### config.mk
export PLATFORM = sky130hd
export DESIGN_NAME = divide
export DESIGN_NICKNAME = d
export VERILOG_FILES = /design/src/rtl/divide.sv
export SDC_FILE = /design/constraint.sdc
export NUM_CORES = 1
export LEC_CHECK = 0
export ABC_CLOCK_PERIOD_IN_PS = 3200
export CORE_MARGIN = 2
export CORE_UTILIZATION = 28
export DETAILED_ROUTE_END_ITERATION = 7
export PLACE_DENSITY = 0.59
export SYNTH_ARGS = -nofsm -noshare
export SYNTH_HDL_FRONTEND = slang
export SYNTH_SLANG_ARGS = --single-unit
### constraint.sdc
create_clock -name clk -period 3.2 [get_ports clk]
set_input_delay 0.64 -clock clk [delete_from_list [all_inputs] [get_ports clk]]
set_output_delay 0.64 -clock clk [all_outputs]
set_load 0.05 [all_outputs]
### src/rtl/divide.sv
// divide: iterative unsigned restoring divider, one quotient bit per clock.
// Latency: 2*WIDTH+1 cycles from acceptance to out_valid (1 cycle for a zero
//   divisor when DIV_ZERO_FAST_EN is defined); issue interval >= 2*WIDTH+2.
// Backpressure: in_ready only in IDLE; result held in DONE until out_ready.
//
// Ports:
//   clk, rst           rising-edge clock, synchronous active-high reset
//   in_valid/in_ready  operand handshake (dividend 2*WIDTH, divisor WIDTH)
//   out_valid/out_ready result handshake (quotient 2*WIDTH, remainder WIDTH,
//                      div_by_zero)
// Optional build macro: DIV_ZERO_FAST_EN -- a zero divisor skips the iterations
//   and completes on the acceptance edge with the same result values.
module divide #(
  parameter int WIDTH = 16
) (
  input  logic                 clk,
  input  logic                 rst,
  input  logic                 in_valid,
  output logic                 in_ready,
  input  logic [2*WIDTH-1:0]   dividend,
  input  logic [WIDTH-1:0]     divisor,
  output logic                 out_valid,
  input  logic                 out_ready,
  output logic [2*WIDTH-1:0]   quotient,
  output logic [WIDTH-1:0]     remainder,
  output logic                 div_by_zero
);

  localparam int CW = $clog2(2*WIDTH+1);

  typedef enum logic [1:0] {IDLE, RUN, DONE} state_t;

  state_t             state, state_nxt;
  logic [CW-1:0]      cnt;
  logic [2*WIDTH-1:0] d_sr;     // dividend shifts out the top, quotient bits in the bottom
  logic [WIDTH-1:0]   dvs;
  logic [WIDTH-1:0]   p;        // partial remainder; always < divisor after a step

  logic [WIDTH:0]     p_shift;
  logic               ge;
  logic [WIDTH-1:0]   p_sub;
  logic [WIDTH-1:0]   p_nxt;
  logic [2*WIDTH-1:0] d_nxt;

  // One restoring step. The compare is WIDTH+1 bits so a shifted remainder
  // above the divisor range (e.g. 0x1FFFE vs 0xFFFF) is never truncated.
  // The subtraction only needs WIDTH bits: whenever it is taken the true
  // difference is below the divisor, so the carry-out is always zero.
  always_comb begin
    p_shift = {p, d_sr[2*WIDTH-1]};
    ge      = (p_shift >= {1'b0, dvs});
    p_sub   = p_shift[WIDTH-1:0] - dvs;
    p_nxt   = ge ? p_sub : p_shift[WIDTH-1:0];
    d_nxt   = {d_sr[2*WIDTH-2:0], ge};
  end

  // State register
  always_ff @(posedge clk) begin
    if (rst) state <= IDLE;
    else     state <= state_nxt;
  end

  // Next-state logic
  always_comb begin
    state_nxt = state;
    case (state)
      IDLE: begin
        if (in_valid) begin
`ifdef DIV_ZERO_FAST_EN
          state_nxt = (divisor == '0) ? DONE : RUN;
`else
          state_nxt = RUN;
`endif
        end
      end
      RUN:     if (cnt == CW'(1)) state_nxt = DONE;
      DONE:    if (out_ready)     state_nxt = IDLE;
      default: state_nxt = IDLE;
    endcase
  end

  // Outputs decoded from state
  always_comb begin
    in_ready  = (state == IDLE);
    out_valid = (state == DONE);
  end

  // Datapath
  always_ff @(posedge clk) begin
    if (rst) begin
      cnt         <= '0;
      d_sr        <= '0;
      dvs         <= '0;
      p           <= '0;
      quotient    <= '0;
      remainder   <= '0;
      div_by_zero <= 1'b0;
    end else begin
      case (state)
        IDLE: begin
          if (in_valid) begin
            d_sr <= dividend;
            dvs  <= divisor;
            p    <= '0;
            cnt  <= CW'(2*WIDTH);
`ifdef DIV_ZERO_FAST_EN
            // Same values the full iteration would produce for divisor 0
            if (divisor == '0) begin
              cnt         <= '0;
              quotient    <= '1;
              remainder   <= dividend[WIDTH-1:0];
              div_by_zero <= 1'b1;
            end
`endif
          end
        end
        RUN: begin
          p    <= p_nxt;
          d_sr <= d_nxt;
          cnt  <= cnt - CW'(1);
          if (cnt == CW'(1)) begin
            quotient    <= d_nxt;
            remainder   <= p_nxt;
            div_by_zero <= (dvs == '0);
          end
        end
        default: ;
      endcase
    end
  end

endmodule
# == Yosys cells after proc, flatten, opt, wreduce, memory -nomap -nowiden ==
# Cells that the tools add are included.
# op_classes
mux,11
n_reduce_logical,7
order_cmp,1
n_eq_ne,6
n_addsub,2
# ops
op,count
32-bit case mux with 2 select lines,1
16-bit two-way mux,2
32-bit two-way mux,1
16-bit case mux with 2 select lines,1
17-bit by 16-bit >= comparator with 1-bit output,1
16-bit zero test,1
16-bit subtractor,1
6-bit case mux with 2 select lines,1
6-bit by 1-bit equality test with 1-bit output (second input constant),1
2-bit two-way mux,3
6-bit two-way mux,1
2-bit case mux with 3 select lines,1
2-bit AND reduction,3
6-bit by 1-bit subtractor with 6-bit output (second input constant),1
2-bit != test (second input constant),2
3-bit AND reduction,1
2-bit by 1-bit equality test with 1-bit output (second input constant),1
2-bit equality test (second input constant),1
2-bit zero test,1
2-bit by 1-bit != test with 1-bit output (second input constant),1
2-bit nonzero test,1
# word_totals
input_bits,52
word_cells,35
output_inout_bits,51
ff_bits,121

# == Longest topological paths before layout ==
# depth
depth_word,3
depth_mapped,10
mapped_depth_nobuf,10

# == Least setup slack after synthesis ==
# No wires, ideal clock.
# synth_timing
path_type,register to register
from,register dvs[10]
to,register remainder[9]
required_ns,3.114
arrival_time_ns,2.367
setup_ns,0.086
synth_period_minus_slack_ns,2.453
setup_slack_ns,0.747
path_stages_with_launch,11
n_path_buf,2
path_cell_list,dfxtp_1 inv_1 ha_1 buf_2 nand3_1 or4_1 nand3_1 o31a_1 buf_6 mux2_1 a211oi_1
# synth_via
elab_chain_len,2
# synth_rtl
item,line_no,source
from (decl),36,logic [WIDTH-1:0] dvs;
from (signal assigned),103,dvs <= divisor;
17-bit by 16-bit >= comparator with 1-bit output,51,"ge = (p_shift >= {1'b0, dvs});"
16-bit two-way mux,53,p_nxt = ge ? p_sub : p_shift[WIDTH-1:0];
to (signal assigned),123,remainder <= p_nxt;
to (decl),25,"output logic [WIDTH-1:0] remainder,"
# Every way passes these cells.
# A chain may end at the register's enable or synchronous reset.

# == Worst setup path after layout ==
# layout_timing
from,register dvs[9]
to,register remainder[9]
# layout_via
elab_chain_len,2
word_cells_on_any_way,3
cone_classes,add/sub: 1; order compare: 1; mux: 1
# layout_rtl
item,line_no
16-bit subtractor or 17-bit by 16-bit >= comparator with 1-bit output (tied branches),"52, 51"
16-bit two-way mux (*),53
# Every way passes the cells marked *; elsewhere a longest branch is shown, timed or not.

==> results.cfg <==
[outcome]
outcome = complete, no violations

[setup_path]
critical_path_arrival_ns = 3.13
max_stage_delay_ns = 0.54
cp-start-kind = flip-flop
critical-path-slowest-cell = sky130_fd_sc_hd__or4_1
data_required_critical_path_ns = 3.53
critPathMostFrequentCell = sky130_fd_sc_hd__nand3_1
critical_path.max_fanout = 12
path_buf_inv = 2
cp-end-kind = flip-flop
critPathTopFamily = simple AND/OR/NAND/NOR gates
timing_worst_setup_path_type = reg2reg
worstPathCellList = inv_1, ha_1, nand3_1, or4_1, nand3_1, o31a_1, buf_4, mux2_1, a211oi_1

[synth]
syn_avg_cell_area_um2 = 8.03
synth_top_cell_area_share = 0.435
syn_inst = 693
asyncSetResetFlopFracSynth = 0
synth_seq_cells = 121
synth_largest_area_cell = sky130_fd_sc_hd__dfxtp_1
largest_cells_by_area_after_synthesis = sky130_fd_sc_hd__dfxtp_1, sky130_fd_sc_hd__nand2_1, sky130_fd_sc_hd__a21oi_1
cell_variety_after_synth = 53
synth_seq_area_share = 0.435
synth_edf_count = 0
synthFlopType = sky130_fd_sc_hd__dfxtp_1
syn-num-nets = 764
yosysWarnings = 0
synth_area_um2 = 5560

[finish]
final_cell_mix = sky130_fd_sc_hd__nand2_1, sky130_fd_sc_hd__dfxtp_1, sky130_fd_sc_hd__clkdlybuf4s50_1
filler_cell_count = 2022
post_layout_utilization_of_the_core = 0.384
layout_commonest_cell = sky130_fd_sc_hd__nand2_1
area.growth.synth_to_final_pct = 34.5
post_route_cells_drive_above_1_share = 0.0692
n_antenna_cell = 0
finish.net_count = 853
layoutNonFillerInstCount = 1060

[hold_path]
hp-class = reg2reg

[placed_design]
dp_hpwl_um = 11100
place.gp.congestion = 0.862
placedCellCount = 1028
port-buffer-count = 102

[cts]
cts_hold_repair.buffers = 0
clockBufferDepth = 2
clk-insertion-delay-late_ns = 0.42
clockRootBuffer = sky130_fd_sc_hd__clkbuf_16
clkSlewWorstSetupHoldPaths_ns = 0.06
cts_made_buffers = 17
cts_sinks = 121
post-cts-setup-buffer-count = 0
post_cts_resized = 0
htreeDepth = 4
tritoncts = yes

[sta]
grt_setup_unrepaired = false
worst_clock_skew_ns = 0.00641
fin_crit_ns = 2.80
totalNegativeSetupSlack_ns = 0
worst_hold_margin_ns = 0.452
fmax_mhz = 357
timing.final.hold_violations = 0
worst_slew_margin_rel = 0.573
setup-violations-final = 0
layout_worst_path_cycle_share = 0.875
worst_slew_pin_slew_ns = 0.638
report.final.slew_viol_count = 0

[detailed_routing]
postRouteAntennaNets = 0
remaining_drc_errors = 0
drt-vias-per-instance = 4.90
detailedRoute.firstPassIterationCount = 5
drt_iter0_markers = 280
vias = 5198
wire_per_inst_um = 14.9
drt_wl_total_um = 15800

[die]
die-width_um = 145
initial_standard_cell_utilization_of_the_core = 0.286
core-area_um2 = 19500
dieArea_um2 = 21000
die-height_um = 145
ios = 103
floorplan.rows = 51

[pwr]
comb_power_share = 0.399
power.share.clock = 0.323
power.switching_mw = 2.34
pwr_dens_nw_per_um2 = 850
p_leak_nw = 2.68
power.sequential.fraction = 0.278
power_mw = 6.36
power.internal_mw = 4.02
vdd_ir_drop_max_v = 0.000393
sw_frac_of_total = 0.367

[global_route]
grt_pass1_vias = 5090
track_usage = 0.152
global_route.overflow_total = 0
grt_max_degree = 45
wire_length_of_the_first_global_routing_pass_um = 26200
antenna_found_initial = 0

[flow_run]
cap_viol_max_count = 0
==> registers in the layout, summed over array words and instances (netlist names) <==
| register | count |
|---|---|
| cnt | 6 |
| d_sr | 32 |
| div_by_zero | 1 |
| dvs | 16 |
| p | 16 |
| quotient | 32 |
| remainder | 16 |
| state | 2 |
==> metrics by stage <==
stage               cell area, µm²  setup slack, ns
floorplan                     5560            0.747
global placement              6850            0.505
detailed placement            6850            0.460
CTS                           7480            0.418
global route                  7480            0.162
finish                        7480            0.400
==> layer usage <==
layer	vias to the layer above	share of wire	track usage
li1	2636	-	-
met1	2429	0.50	0.209
met2	113	0.44	0.232
met3	20	0.053	0.0412
met4	0	0.014	0.0480
met5	-	0	0
==> path summary, 6_finish.rpt <==
path,to,depth (start not counted),from,slack [ns]
max,remainder[9]$_SDFFE_PP0P_,9,dvs[9]$_SDFFE_PP0P_,0.40
min,quotient[29]$_SDFFE_PP0P_,2,quotient[29]$_SDFFE_PP0P_,0.45
max reg2reg,remainder[9]$_SDFFE_PP0P_,9,dvs[9]$_SDFFE_PP0P_,0.40
min reg2reg,quotient[29]$_SDFFE_PP0P_,2,quotient[29]$_SDFFE_PP0P_,0.45
==> synth_stat cells, types with 5 or more instances <==
cell,count
sky130_fd_sc_hd__nand2_1,152
sky130_fd_sc_hd__dfxtp_1,121
sky130_fd_sc_hd__a21oi_1,98
sky130_fd_sc_hd__clkbuf_1,39
sky130_fd_sc_hd__nor2_1,33
sky130_fd_sc_hd__a22oi_1,32
sky130_fd_sc_hd__inv_1,23
sky130_fd_sc_hd__o21ai_0,23
sky130_fd_sc_hd__ha_1,18
sky130_fd_sc_hd__a211oi_1,16
sky130_fd_sc_hd__nand3_1,14
sky130_fd_sc_hd__mux2i_1,13
sky130_fd_sc_hd__nor2b_1,7
sky130_fd_sc_hd__nor4_1,7
sky130_fd_sc_hd__or4_1,7
sky130_fd_sc_hd__a21o_1,6
sky130_fd_sc_hd__nand2b_1,6
sky130_fd_sc_hd__a31oi_1,5
sky130_fd_sc_hd__a32oi_1,5
sky130_fd_sc_hd__buf_2,5
sky130_fd_sc_hd__xnor2_1,5
==> worst min-delay path: cells and delay by family (launching register included) <==
family / cells / cell delay, ns
DFF: 1 / 0.30
AOI/OAI and AO/OA: 1 / 0.05
and+or+nand+nor: 1 / 0.05
==> logic make-up after synthesis <==
| family | synth area share |
|---|---|
| XOR/XNOR | 0.0110 |
| buffers and inverters | 0.0511 |
| flip-flops | 0.435 |
| adder cells (fa/ha/maj) | 0.0441 |
| multiplexers | 0.0254 |
| AO/OA/AOI/OAI | 0.240 |
| AND/OR/NAND/NOR | 0.193 |
==> power by group through the flow <==
| stage | registers, mW | clock network, mW | logic [mW] |
|---|---|---|---|
| after floorplan | 1.78 | 0 | 1.85 |
| after global placement | 1.79 | 0 | 2.51 |
| after detailed placement | 1.79 | 0 | 2.50 |
| after CTS | 1.76 | 2.10 | 2.51 |
| after global routing | 1.78 | 2.17 | 2.80 |
| final | 1.77 | 2.06 | 2.54 |
==> layout make-up <==
cell class,count,area [µm²],share of cell area
Multi-Input combinational cell,501,2870,0.383
Sequential cell,121,2420,0.324
Timing Repair Buffer,118,1140,0.152
Clock buffer,18,439,0.0587
Tap cell,265,332,0.0443
Clock inverter,14,195,0.0261
Inverter,23,86.3,0.0115
(Power assumes the default switching activity.)
